**src/rtl/tick_down_counter.sv**
```systemverilog
// -----------------------------------------------------------------------------
// tick_down_counter
//
// Loadable countdown timer with a built-in synchronous prescaler. Every flop
// is clocked by one free-running clock. The prescaler does not make a derived
// clock. It produces a one-cycle tick enable that gates the decrement. All
// state updates on the FALLING edge of clk.
//
// Optional build macro:
//   TICK_DOWN_AUTO_RELOAD_EN
//     Undefined: one-shot. Reaching zero parks the block in DONE.
//     Defined:   auto-reload. The count reloads on expiry and stays in RUN.
//
// Parameters:
//   WIDTH          count width
//   PRESCALE_BITS  prescaler width; one tick every 2^PRESCALE_BITS clk cycles
//
// Ports:
//   clk         in   system clock (state updates on falling edge)
//   reset       in   asynchronous, active-high reset
//   load        in   load load_val into count and reload register
//   load_val    in   [WIDTH-1:0] value to load
//   start       in   begin / restart the countdown
//   pause       in   level; freezes the countdown while high
//   stop        in   abort; return to IDLE with count cleared
//   count       out  [WIDTH-1:0] current count
//   state       out  [1:0] IDLE=0, RUN=1, PAUSED=2, DONE=3
//   busy        out  high in RUN or PAUSED
//   done        out  high while in DONE
//   zero_pulse  out  one-cycle pulse when the count expires
//
// Control priority on each edge: stop > load > start > pause.
// -----------------------------------------------------------------------------
module tick_down_counter #(
    parameter int WIDTH         = 4,
    parameter int PRESCALE_BITS = 20
) (
    input  logic             clk,
    input  logic             reset,
    input  logic             load,
    input  logic [WIDTH-1:0] load_val,
    input  logic             start,
    input  logic             pause,
    input  logic             stop,
    output logic [WIDTH-1:0] count,
    output logic [1:0]       state,
    output logic             busy,
    output logic             done,
    output logic             zero_pulse
);

    localparam logic [1:0] S_IDLE   = 2'd0;
    localparam logic [1:0] S_RUN    = 2'd1;
    localparam logic [1:0] S_PAUSED = 2'd2;
    localparam logic [1:0] S_DONE   = 2'd3;

    // -------------------------------------------------------------------------
    // Registers
    // -------------------------------------------------------------------------
    logic [1:0]               r_state;
    logic [WIDTH-1:0]         r_count;
    logic [WIDTH-1:0]         r_reload;
    logic [PRESCALE_BITS-1:0] r_prescale;
    logic                     r_zero_pulse;

    // Next-state values
    logic [1:0]               w_state_next;
    logic [WIDTH-1:0]         w_count_next;
    logic [WIDTH-1:0]         w_reload_next;
    logic [PRESCALE_BITS-1:0] w_prescale_next;
    logic                     w_zero_pulse_next;

    // -------------------------------------------------------------------------
    // Helper decodes
    // -------------------------------------------------------------------------
    logic                     w_tick;
    logic                     w_count_is_one;
    logic [WIDTH-1:0]         w_start_val;
    logic                     w_start_ok;
    logic                     w_reload_nonzero;

    // The tick fires on the cycle where the prescaler is all-ones. The
    // prescaler then wraps to zero on that same edge. It only counts in RUN,
    // so the tick is qualified by the state.
    assign w_tick           = (r_state == S_RUN) && (&r_prescale);
    assign w_count_is_one   = (r_count == WIDTH'(1));
    assign w_reload_nonzero = (r_reload != '0);

    // From IDLE, a start uses the value being loaded on the same edge, if any.
    // Otherwise it uses the count already held. A zero start value is ignored.
    assign w_start_val      = load ? load_val : r_count;
    assign w_start_ok       = (w_start_val != '0);

    // -------------------------------------------------------------------------
    // Next-state logic
    // -------------------------------------------------------------------------
    always_comb begin
        w_state_next      = r_state;
        w_count_next      = r_count;
        w_reload_next     = r_reload;
        w_prescale_next   = r_prescale;
        w_zero_pulse_next = 1'b0;

        if (stop) begin
            // Abort from anywhere. The reload value is kept so a later start
            // from DONE still has something to reload.
            w_state_next    = S_IDLE;
            w_count_next    = '0;
            w_prescale_next = '0;
        end else begin
            case (r_state)
                S_IDLE: begin
                    w_prescale_next = '0;
                    if (load) begin
                        w_count_next  = load_val;
                        w_reload_next = load_val;
                    end
                    if (start && w_start_ok) begin
                        // The prescaler is already zero here. This is the
                        // RUN entry point.
                        w_state_next = S_RUN;
                    end
                end

                S_RUN: begin
                    // load has no effect while counting.
                    if (start) begin
                        // Restart: fresh prescaler period, count from reload.
                        w_count_next    = r_reload;
                        w_prescale_next = '0;
                    end else if (pause) begin
                        // Freeze now. The prescaler is held, so resuming
                        // later finishes the interrupted period.
                        w_state_next = S_PAUSED;
                    end else begin
                        w_prescale_next = r_prescale + PRESCALE_BITS'(1);
                        if (w_tick) begin
                            if (w_count_is_one) begin
                                w_zero_pulse_next = 1'b1;
`ifdef TICK_DOWN_AUTO_RELOAD_EN
                                // Keep running. The prescaler keeps wrapping
                                // freely, so every period is exactly
                                // reload * 2^PRESCALE_BITS cycles.
                                w_count_next = r_reload;
`else
                                w_count_next    = '0;
                                w_state_next    = S_DONE;
                                w_prescale_next = '0;
`endif
                            end else begin
                                w_count_next = r_count - WIDTH'(1);
                            end
                        end
                    end
                end

                S_PAUSED: begin
                    // load has no effect while paused.
                    if (start) begin
                        w_state_next    = S_RUN;
                        w_count_next    = r_reload;
                        w_prescale_next = '0;
                    end else if (!pause) begin
                        // Resume. The prescaler keeps its held value and
                        // starts advancing on the next edge in RUN.
                        w_state_next = S_RUN;
                    end
                end

                S_DONE: begin
                    w_prescale_next = '0;
                    if (load) begin
                        w_count_next  = load_val;
                        w_reload_next = load_val;
                        w_state_next  = S_IDLE;
                    end else if (start && w_reload_nonzero) begin
                        w_count_next = r_reload;
                        w_state_next = S_RUN;
                    end
                end

                default: begin
                    w_state_next    = S_IDLE;
                    w_count_next    = '0;
                    w_prescale_next = '0;
                end
            endcase
        end
    end

    // -------------------------------------------------------------------------
    // State registers (falling edge, asynchronous reset)
    // -------------------------------------------------------------------------
    always_ff @(negedge clk or posedge reset) begin
        if (reset) begin
            r_state      <= S_IDLE;
            r_count      <= '0;
            r_reload     <= '0;
            r_prescale   <= '0;
            r_zero_pulse <= 1'b0;
        end else begin
            r_state      <= w_state_next;
            r_count      <= w_count_next;
            r_reload     <= w_reload_next;
            r_prescale   <= w_prescale_next;
            r_zero_pulse <= w_zero_pulse_next;
        end
    end

    // -------------------------------------------------------------------------
    // Outputs: registered values, or decodes of the registered state
    // -------------------------------------------------------------------------
    assign count      = r_count;
    assign state      = r_state;
    assign busy       = (r_state == S_RUN) || (r_state == S_PAUSED);
    assign done       = (r_state == S_DONE);
    assign zero_pulse = r_zero_pulse;

endmodule
```
**config.mk**
```make
export PLATFORM = sky130hd
export DESIGN_NAME = tick_down_counter
export DESIGN_NICKNAME = d
export VERILOG_FILES = /design/src/rtl/tick_down_counter.sv
export SDC_FILE = /design/constraint.sdc
export NUM_CORES = 1
export LEC_CHECK = 0
export ABC_AREA = 1
export CAP_MARGIN = 10
export CORE_ASPECT_RATIO = 0.7
export CORE_MARGIN = 3
export CORE_UTILIZATION = 46
export CTS_BUF_LIST = sky130_fd_sc_hd__clkbuf_8
export DETAILED_ROUTE_END_ITERATION = 8
export GPL_TIMING_DRIVEN = 0
export PLACE_DENSITY = 0.64
export SKIP_CTS_REPAIR_TIMING = 1
export SLEW_MARGIN = 20
export SYNTH_ARGS = -nofsm -noshare
export SYNTH_HDL_FRONTEND = slang
export SYNTH_SLANG_ARGS = --single-unit
```
**constraint.sdc**
```tcl
create_clock -name clk -period 3.6 [get_ports clk]
set_input_delay 1.08 -clock clk [delete_from_list [all_inputs] [get_ports clk]]
set_output_delay 1.08 -clock clk [all_outputs]
set_load 0.01 [all_outputs]
```
* Word level (Yosys, flattened, before mapping) *
Cells that the tools add are included.

operators by class
  muxes and demuxes = 34
  reduce and logical (&&, ||, !) cells = 13
  equal/unequal tests = 13
  bitwise operators = 1
  $add $sub $neg = 2

operators by type and width
  kind                     number
  $mux W20                 6
  $pmux W20 S3             1
  $mux W4                  9
  $add A20 B1 Y20 const B  1
  $mux W2                  10
  $ne A4 B4 Y1 const B     5
  $reduce_and A20 Y1       1
  $pmux W4 S4              1
  $ne A3 B3 Y1 const B     3
  $pmux W2 S4              1
  $reduce_bool A4 Y1       2
  $mux W1                  6
  $reduce_and A6 Y1        1
  $eq A2 B2 Y1 const B     2
  $eq A4 B1 Y1 const B     1
  $ne A4 B3 Y1 const B     1
  $reduce_and A4 Y1        1
  $sub A4 B1 Y4 const B    1
  $logic_and A1 B1 Y1      3
  $reduce_and A3 Y1        1
  $eq A2 B1 Y1 const B     1
  $logic_not A2 Y1         1
  $reduce_and A2 Y1        1
  $reduce_or A2 Y1         1
  other kinds (2)          2

word-level totals
  output and inout port bits = 9
  logic and storage cells = 68
  input bits = 10
  register bits after elaboration = 31

* Logic depth before layout (Yosys ltp) *
Gate-level depths: netlist of run 1.

  depth in word-level cells = 7
  gate-level depth with buffers = 14
  gate-level depth less buffers = 13

==> results of run 1 <==
## synth_stat cells, drive strengths merged
master  count
a21oi       5
a31oi       1
buf         3
dfrtn      31
ha          9
inv        40
mux2        4
nand2      83
nand3      21
nand4      10
nor2       54
nor3        5
o211ai      2
o21ai      16
o21bai      1
o31ai       1
or2         1
xnor2       4
xor2        7
## registers in the layout (all words and copies together), names as in the netlist
name and cells:
zero_pulse 1, r_reload 4, count 4, r_prescale 20
state 2
## per-layer routing
metal / wire, um / part of all wire (%)
met5: 0 / 0
met4: 50 / 0.85
met3: 332 / 5.6
met2: 2500 / 42
met1: 3030 / 51
## path summary, 6_finish.rpt
path                       depth (start not counted)     startpoint        endpoint  slack (ns)
max                                                4       state[1]            busy       -0.57
min                                                1  r_prescale[0]   r_prescale[0]        0.43
max reg2reg                                       14       state[1]  r_prescale[15]        1.46
min reg2reg                                        1  r_prescale[0]   r_prescale[0]        0.43
max in group asynchronous                          2          reset     r_reload[3]        0.23
min in group asynchronous                          2          reset        count[1]        2.89
## worst max-delay path, stage by stage, from the launching register on
cell	delay, ns
sky130_fd_sc_hd__dfrtn_1	0.48
sky130_fd_sc_hd__buf_6	0.14
sky130_fd_sc_hd__inv_6	0.04
sky130_fd_sc_hd__ha_4	0.26
sky130_fd_sc_hd__buf_6	0.09
## stage by stage
step           setup WS [ns]  util (%)  area, sq um
3_3_place_gp           -1.10      55.1         2420
3_5_place_dp           -1.09      55.1         2420
4_1_cts                -1.03      57.3         2520
6_report              -0.571      71.6         3160
5_1_grt               -0.602      71.6         3160
2_1_floorplan         -0.368         -         2190
## where the power goes
group / total [mW] / switching, mW / internal [mW]
Sequential: 0.464 / 0.0584 / 0.406
Combinational: 0.931 / 0.496 / 0.434
Clock: 0.300 / 0.129 / 0.171
Total: 1.69 / 0.683 / 1.01
## cell families (layout without fill, tap and decap cells)
group / Yosys count / after routing / synth area share, %
AND/OR/NAND/NOR: 174 / 175 / 36.6
multiplexers: 4 / 4 / 2.12
XOR/XNOR: 11 / 11 / 4.53
AO/OA/AOI/OAI: 26 / 26 / 6.65
buffers and inverters: 43 / 102 / 8.30
flip-flops: 31 / 31 / 36.5
adder cells (fa/ha/maj): 9 / 9 / 5.30
## final cells by class
cell class,instances,area (sq um)
multi-input combinational,225,1500
fill,325,1250
sequential,31,776
timing repair buffer,51,484
inverter,40,188
clock buffer,7,96.3
tap,55,68.8
buffer,3,40.0
clock inverter,1,3.75
==> summary by stage, run 1 <==
Clock network
The clock net sink count is 31. Clock-pin slew was measured on the worst setup and hold paths at 0.05 ns. The CTS tree is yes. In this run the number of H-tree levels came out at 2. The root buffer cell chosen for the clock tree is sky130_fd_sc_hd__clkbuf_8. In this run, CTS created clock tree buffers numbering 5. The largest buffer count on any clock path is 2. At the later pin of the worst-skew pair, clock insertion delay measures 0.29 ns.

Drt
Once detail routing completed, the nets flagged for antenna violations numbered 0. The post-detailed-route via-to-cell ratio is 5.15. In this run, the number of DRC markers left after iteration 0 of detailed routing was 210. The number of vias in the routed layout is 2126. The final wirelength is 5910 um. Dividing the detail-routed wire length by the instance count gives 14.3 um. The post-route DRC violation count is 0.

The detailed-routing iteration count for the pre-antenna-repair pass is 4.

Place
Including well taps, the total number of placed cells is 370. The estimated wirelength of the detail-placed design is 3750 um. The quantity of I/O buffers inserted on ports is 17. The congestion estimate from routability-driven global placement came to 0.963.

Cells and area
Compared with the post-synthesis result, the final layout area differs by 48.4%. The library cell used most frequently in the layout, excluding fill and tap cells, is sky130_fd_sc_hd__nand2_1. The repair_antennas step left the layout with diodes totalling 0. The post-layout net count is 376. Of the cells placed in the final design, the portion with a size suffix greater than 1 is 38.5%. In the layout the commonest cells are sky130_fd_sc_hd__nand2_1 (58), sky130_fd_sc_hd__nor2_1 (38), sky130_fd_sc_hd__inv_1 (31), sky130_fd_sc_hd__dfrtn_1 (31), sky130_fd_sc_hd__buf_4 (21). The non-filler instance count after layout is 413.

Floorplanning
For this configuration, the core starts out at a cell density of 48.3%. The core outline area is 4400 sq um. The total number of placement rows is 20. The overall die width is 87.3 um. The floorplan die area is 5490 sq um. The I/O pin count is 19. In this run the vertical extent of the chip is 62.9 um.

GRT
The global routing usage on met3 is 4.35%. The met2 global-route usage is 23.2%. The first global-routing pass estimated 8450 um of wire. The via count of the first global-routing pass is 1739. The largest net degree at the start of global routing is 32.

The most crowded layer after global routing is met1. Across every metal layer, demand over resource in global routing totals 19.3%. Global routing consumed, on the met1 layer, 32.9% of the routing resources. The initial antenna violation count came to 0. The total overflow left after global routing is 0.

Worst setup path
The arrival time at the worst endpoint is 3.09 ns. The largest fanout on the critical path is 4. The kind of end point of the critical path is an output pin. The required time of the worst setup path is 2.52 ns. The critical path is of the reg2out type. The critical path startpoint category is a flip-flop.

Yosys
Summed over all instances, the cell type with the most area after synthesis is sky130_fd_sc_hd__dfrtn_1. The gate count of the mapped netlist is 298. Synthesis inferred 31 register bits. The number of nets produced by synthesis is 317. The fraction of synthesized cell area taken by the top area cell type is 36.5%. The mean cell area of the mapped netlist is 7.13 sq um. For this run, the number of Yosys warnings is 0. Yosys attributes the largest share of cell area to sky130_fd_sc_hd__dfrtn_1 (36%), sky130_fd_sc_hd__nand2_1 (14%), sky130_fd_sc_hd__nor2_1 (8.5%), sky130_fd_sc_hd__inv_1 (6.2%), sky130_fd_sc_hd__ha_1 (5.3%).

The cell area after synthesis is 2130 sq um. The sequential element share of the synthesized area is 36.5%. After synthesis, the netlist uses 29 different library cells.

Timing
In this run the tightest slew margin relative to its limit is 55.6%. The count of final hold-check violations is 0. The number of max-slew violations in the final report is 0. The worst clock skew is 0.00214 ns.

Across all setup checks in the final design, the least slack found is -0.571 ns. For the pin with the worst max-slew slack, the measured transition is 0.665 ns. Setup repair after global routing could not meet its margin everywhere. After routing, the total negative slack on setup checks comes to -7.17 ns. The total of endpoints with negative setup slack in the final report is 35. The post-route worst hold slack is 0.431 ns.

Power and ir drop
For this design the ratio of total power to cell area is 537 nW/um^2. Summing internal, switching and leakage power gives 1.69 mW. The analysis attributes to cell leakage a power of 1.51 nW. The maximum ir drop on the vdd rail is 0.000421 V.

Status
The run finished, with violations left. The final reports fail on setup timing.

Hold path
The worst hold-check path type is reg2reg.

Job
The max-cap violation count is 0.
No activity file was read; power rests on OpenSTA's default activity.
==> run 2, diff against run 1 <==
==> constraint.sdc (replaced) <==
create_clock -name clk -period 3.6 [get_ports clk]
set_input_delay 1.08 -clock clk [delete_from_list [all_inputs] [get_ports clk]]
set_output_delay 1.08 -clock clk [all_outputs]
set_load 0.005 [all_outputs]
==> run 2 against run 1 <==
The run still ends with setup timing left. Core utilization is 2.1 points higher. First-iteration DRC count is 18% lower. Clock skew hardly changed. Critical path type unchanged. Largest cell class unchanged. Highest routed layer unchanged.
==> summary by stage, run 2 (synthesis gave the netlist of run 1 again) <==
Clock network
In this run the clock root is driven by a sky130_fd_sc_hd__clkbuf_8. The number of H-tree levels is 2 (unchanged). The largest buffer count on any clock path was 2 (unchanged). The clock transition at the registers of the reported paths is 0.05 ns (about the same). The clock net sink count is 31 (unchanged).

The clock network latency to the later pin of the worst-skew pair is 0.29 ns (about the same). TritonCTS built the clock tree. The number of buffers added by the clock tree synthesis step came to 5 (unchanged).

Drt
The post-detailed-route via-to-cell ratio is 5.14 (-0.19%). The detailed-routing iteration count for the pre-antenna-repair pass is 4 (unchanged). The violation count after the first detailed-route iteration is 173 (-18%). The post-route DRC violation count is 0 (unchanged).

The routed length per placed instance is 14.8 um (+3.5%). The final wirelength is 6130 um (+3.8%). The number of routed nets with antenna violations came to 0 (unchanged). The number of vias in the routed layout is 2127 (+0.047%).

Power and ir drop
The maximum ir drop on the vdd rail was 0.000454 V (+7.7%). The static leakage came to 1.54 nW (+2.3%). The overall power consumption is 1.70 mW (+0.20%). The cell area power density is 523 nW/um^2 (-2.7%).

Timing
The tightest slew margin relative to the limit is 55.7% (+0.098 points). The number of max-slew violations in the final report is 0 (unchanged). The worst clock skew is 0.00204 ns (-0.000103 ns).

The actual transition at the worst max-transition pin is 0.663 ns (-0.00147 ns). The worst path setup slack after routing is -0.571 ns (-0.000652 ns). The count of final hold-check violations is 0 (unchanged). Setup repair after global routing could not meet its margin everywhere.

The total of endpoints with negative setup slack in the final report was 35 (unchanged).

GRT
The initial antenna violation count came to 0 (unchanged). The wire length of the first global-routing pass is 8520 um (+0.90%). The global route total overflow is 0 (unchanged). The via count of the first global-routing pass is 1772 (+1.9%). The total routing resource utilization after global routing is 19.7% (+0.45 points). The largest net degree at the start of global routing came to 32 (unchanged).

Worst setup path
The classification of the worst setup path is reg2out. The arrival time at the worst endpoint is 3.09 ns (about the same). The required time of the worst setup path is 2.52 ns (about the same). STA classifies the critical path endpoint as an output pin.

The reg-to-reg setup timing slack was 1.48 ns (+0.02 ns). The critical path startpoint category is a flip-flop. The largest fanout on the critical path is 4 (unchanged).

Cells and area
The post-layout net count is 377 (+0.27%). The most common cell after layout, fill and taps aside is sky130_fd_sc_hd__nand2_1. Counting flops per register, the top entry is r_prescale.

The total inserted antenna cells is 0 (unchanged). The final-layout fill cell count is 324 (-0.31%). The flip-flop count of the largest register after layout is 20 (unchanged). The share of layout cells above drive strength 1 is 41.5% (+3.0 points). Compared with the post-synthesis result, the final layout area differs by 52.8%. Leaving out fill and tap cells, the most frequent cells in the layout are sky130_fd_sc_hd__nand2_1 (55), sky130_fd_sc_hd__nor2_1 (33), sky130_fd_sc_hd__inv_1 (31), sky130_fd_sc_hd__dfrtn_1 (31), sky130_fd_sc_hd__buf_4 (22).

The final standard cell utilization of the core is 73.8% (+2.1 points).

Floorplanning
The starting density of the core is 48.3% (unchanged). The overall die width is 87.3 um (unchanged). The floorplan die area came to 5490 sq um (unchanged). The vertical extent of the die came to 62.9 um (unchanged). The I/O pin count is 19 (unchanged). The core outline area is 4400 sq um (unchanged). The total number of placement rows is 20 (unchanged).

Place
The estimated wirelength of the detail-placed design is 3790 um (+0.97%). The placer's final routability congestion estimate was 0.882 (-8.4%). The quantity of I/O buffers inserted on ports is 17 (unchanged).

Hold path
The min-delay analysis places its worst path in the category reg2reg.

Job
The max-cap violation count is 0 (unchanged).

Status
The checks that failed: setup timing. The flow ran to the end, but the final reports show violations.
## run 2: changes by cell type in the layout (fill, tap and decap cells not counted), moves of 4 or more
cell,before,now
sky130_fd_sc_hd__nor2_1,38,33
sky130_fd_sc_hd__clkbuf_2,4,8
sky130_fd_sc_hd__xor2_2,0,4
sky130_fd_sc_hd__xor2_1,7,2
## run 2: report_power, final
| group | internal [mW] | switching [mW] | total, mW | leakage, nW |
|---|---|---|---|---|
| clock | 0.172 | 0.134 | 0.305 | 0.0557 |
| combinational | 0.434 | 0.498 | 0.932 | 1.07 |
| sequential | 0.406 | 0.0550 | 0.461 | 0.419 |
| total | 1.01 | 0.687 | 1.70 | 1.54 |
## run 2: stage by stage
| stage | instances | TNS [ns] | instance area, sq um | setup WS, ns | hold slack, ns |
|---|---|---|---|---|---|
| after floorplan | 298 | -7.75 | 2170 | -0.368 | 0.424 |
| after global placement | 370 | -54.81 | 2410 | -1.07 | 0.447 |
| after detailed placement | 370 | -36.84 | 2410 | -1.09 | 0.452 |
| after CTS | 378 | -26.61 | 2510 | -0.967 | 0.453 |
| after global routing | 414 | -9.88 | 3250 | -0.611 | 0.452 |
| final | 414 | -7.83 | 3250 | -0.571 | 0.434 |
## run 2: layer usage
| metal | global-route usage, % | part of all wire [%] | vias to the layer above |
|---|---|---|---|
| met4 | 5.94 | 1.4 | 0 |
| met2 | 24.3 | 43 | 48 |
| met5 | 0 | 0 | - |
| met3 | 4.35 | 5.2 | 12 |
| li1 | - | - | 1070 |
| met1 | 32.8 | 50 | 997 |
## run 2: cell type report
class	instances	area [sq um]	area share [%]
Buffer	3	40.0	1.23
Clock buffer	7	96.3	2.97
Clock inverter	1	3.75	0.116
Inverter	40	185	5.70
Multi-Input combinational cell	225	1580	48.6
Sequential cell	31	776	23.9
Tap cell	55	68.8	2.12
Timing Repair Buffer	52	500	15.4
## run 2: worst paths after layout
path / start / end / cells past startpoint
setup / recovery: state[0] / busy / 4
hold / removal: r_prescale[0] / r_prescale[0] / 1
setup reg to reg: state[1] / r_prescale[18] / 12
hold reg to reg: r_prescale[0] / r_prescale[0] / 1
max in group asynchronous: reset / r_prescale[19] / 2
min in group asynchronous: reset / count[0] / 2
## run 2: worst max-delay path, cell delays in order, from the launching register on
cell                       delay [ns]
sky130_fd_sc_hd__dfrtn_1         0.47
sky130_fd_sc_hd__buf_6           0.13
sky130_fd_sc_hd__inv_4           0.04
sky130_fd_sc_hd__ha_4            0.26
sky130_fd_sc_hd__clkbuf_2        0.10
==> run 3, diff against run 2 <==
--- a/config.mk
+++ b/config.mk
@@ -12,6 +12,7 @@
 export CORE_UTILIZATION = 46
 export CTS_BUF_LIST = sky130_fd_sc_hd__clkbuf_8
 export DETAILED_ROUTE_END_ITERATION = 8
+export GPL_ROUTABILITY_DRIVEN = 0
 export GPL_TIMING_DRIVEN = 0
 export PLACE_DENSITY = 0.64
 export SKIP_CTS_REPAIR_TIMING = 1
==> results of run 3 <==
The final DEF is identical to that of run 2; final timing and power are the same.
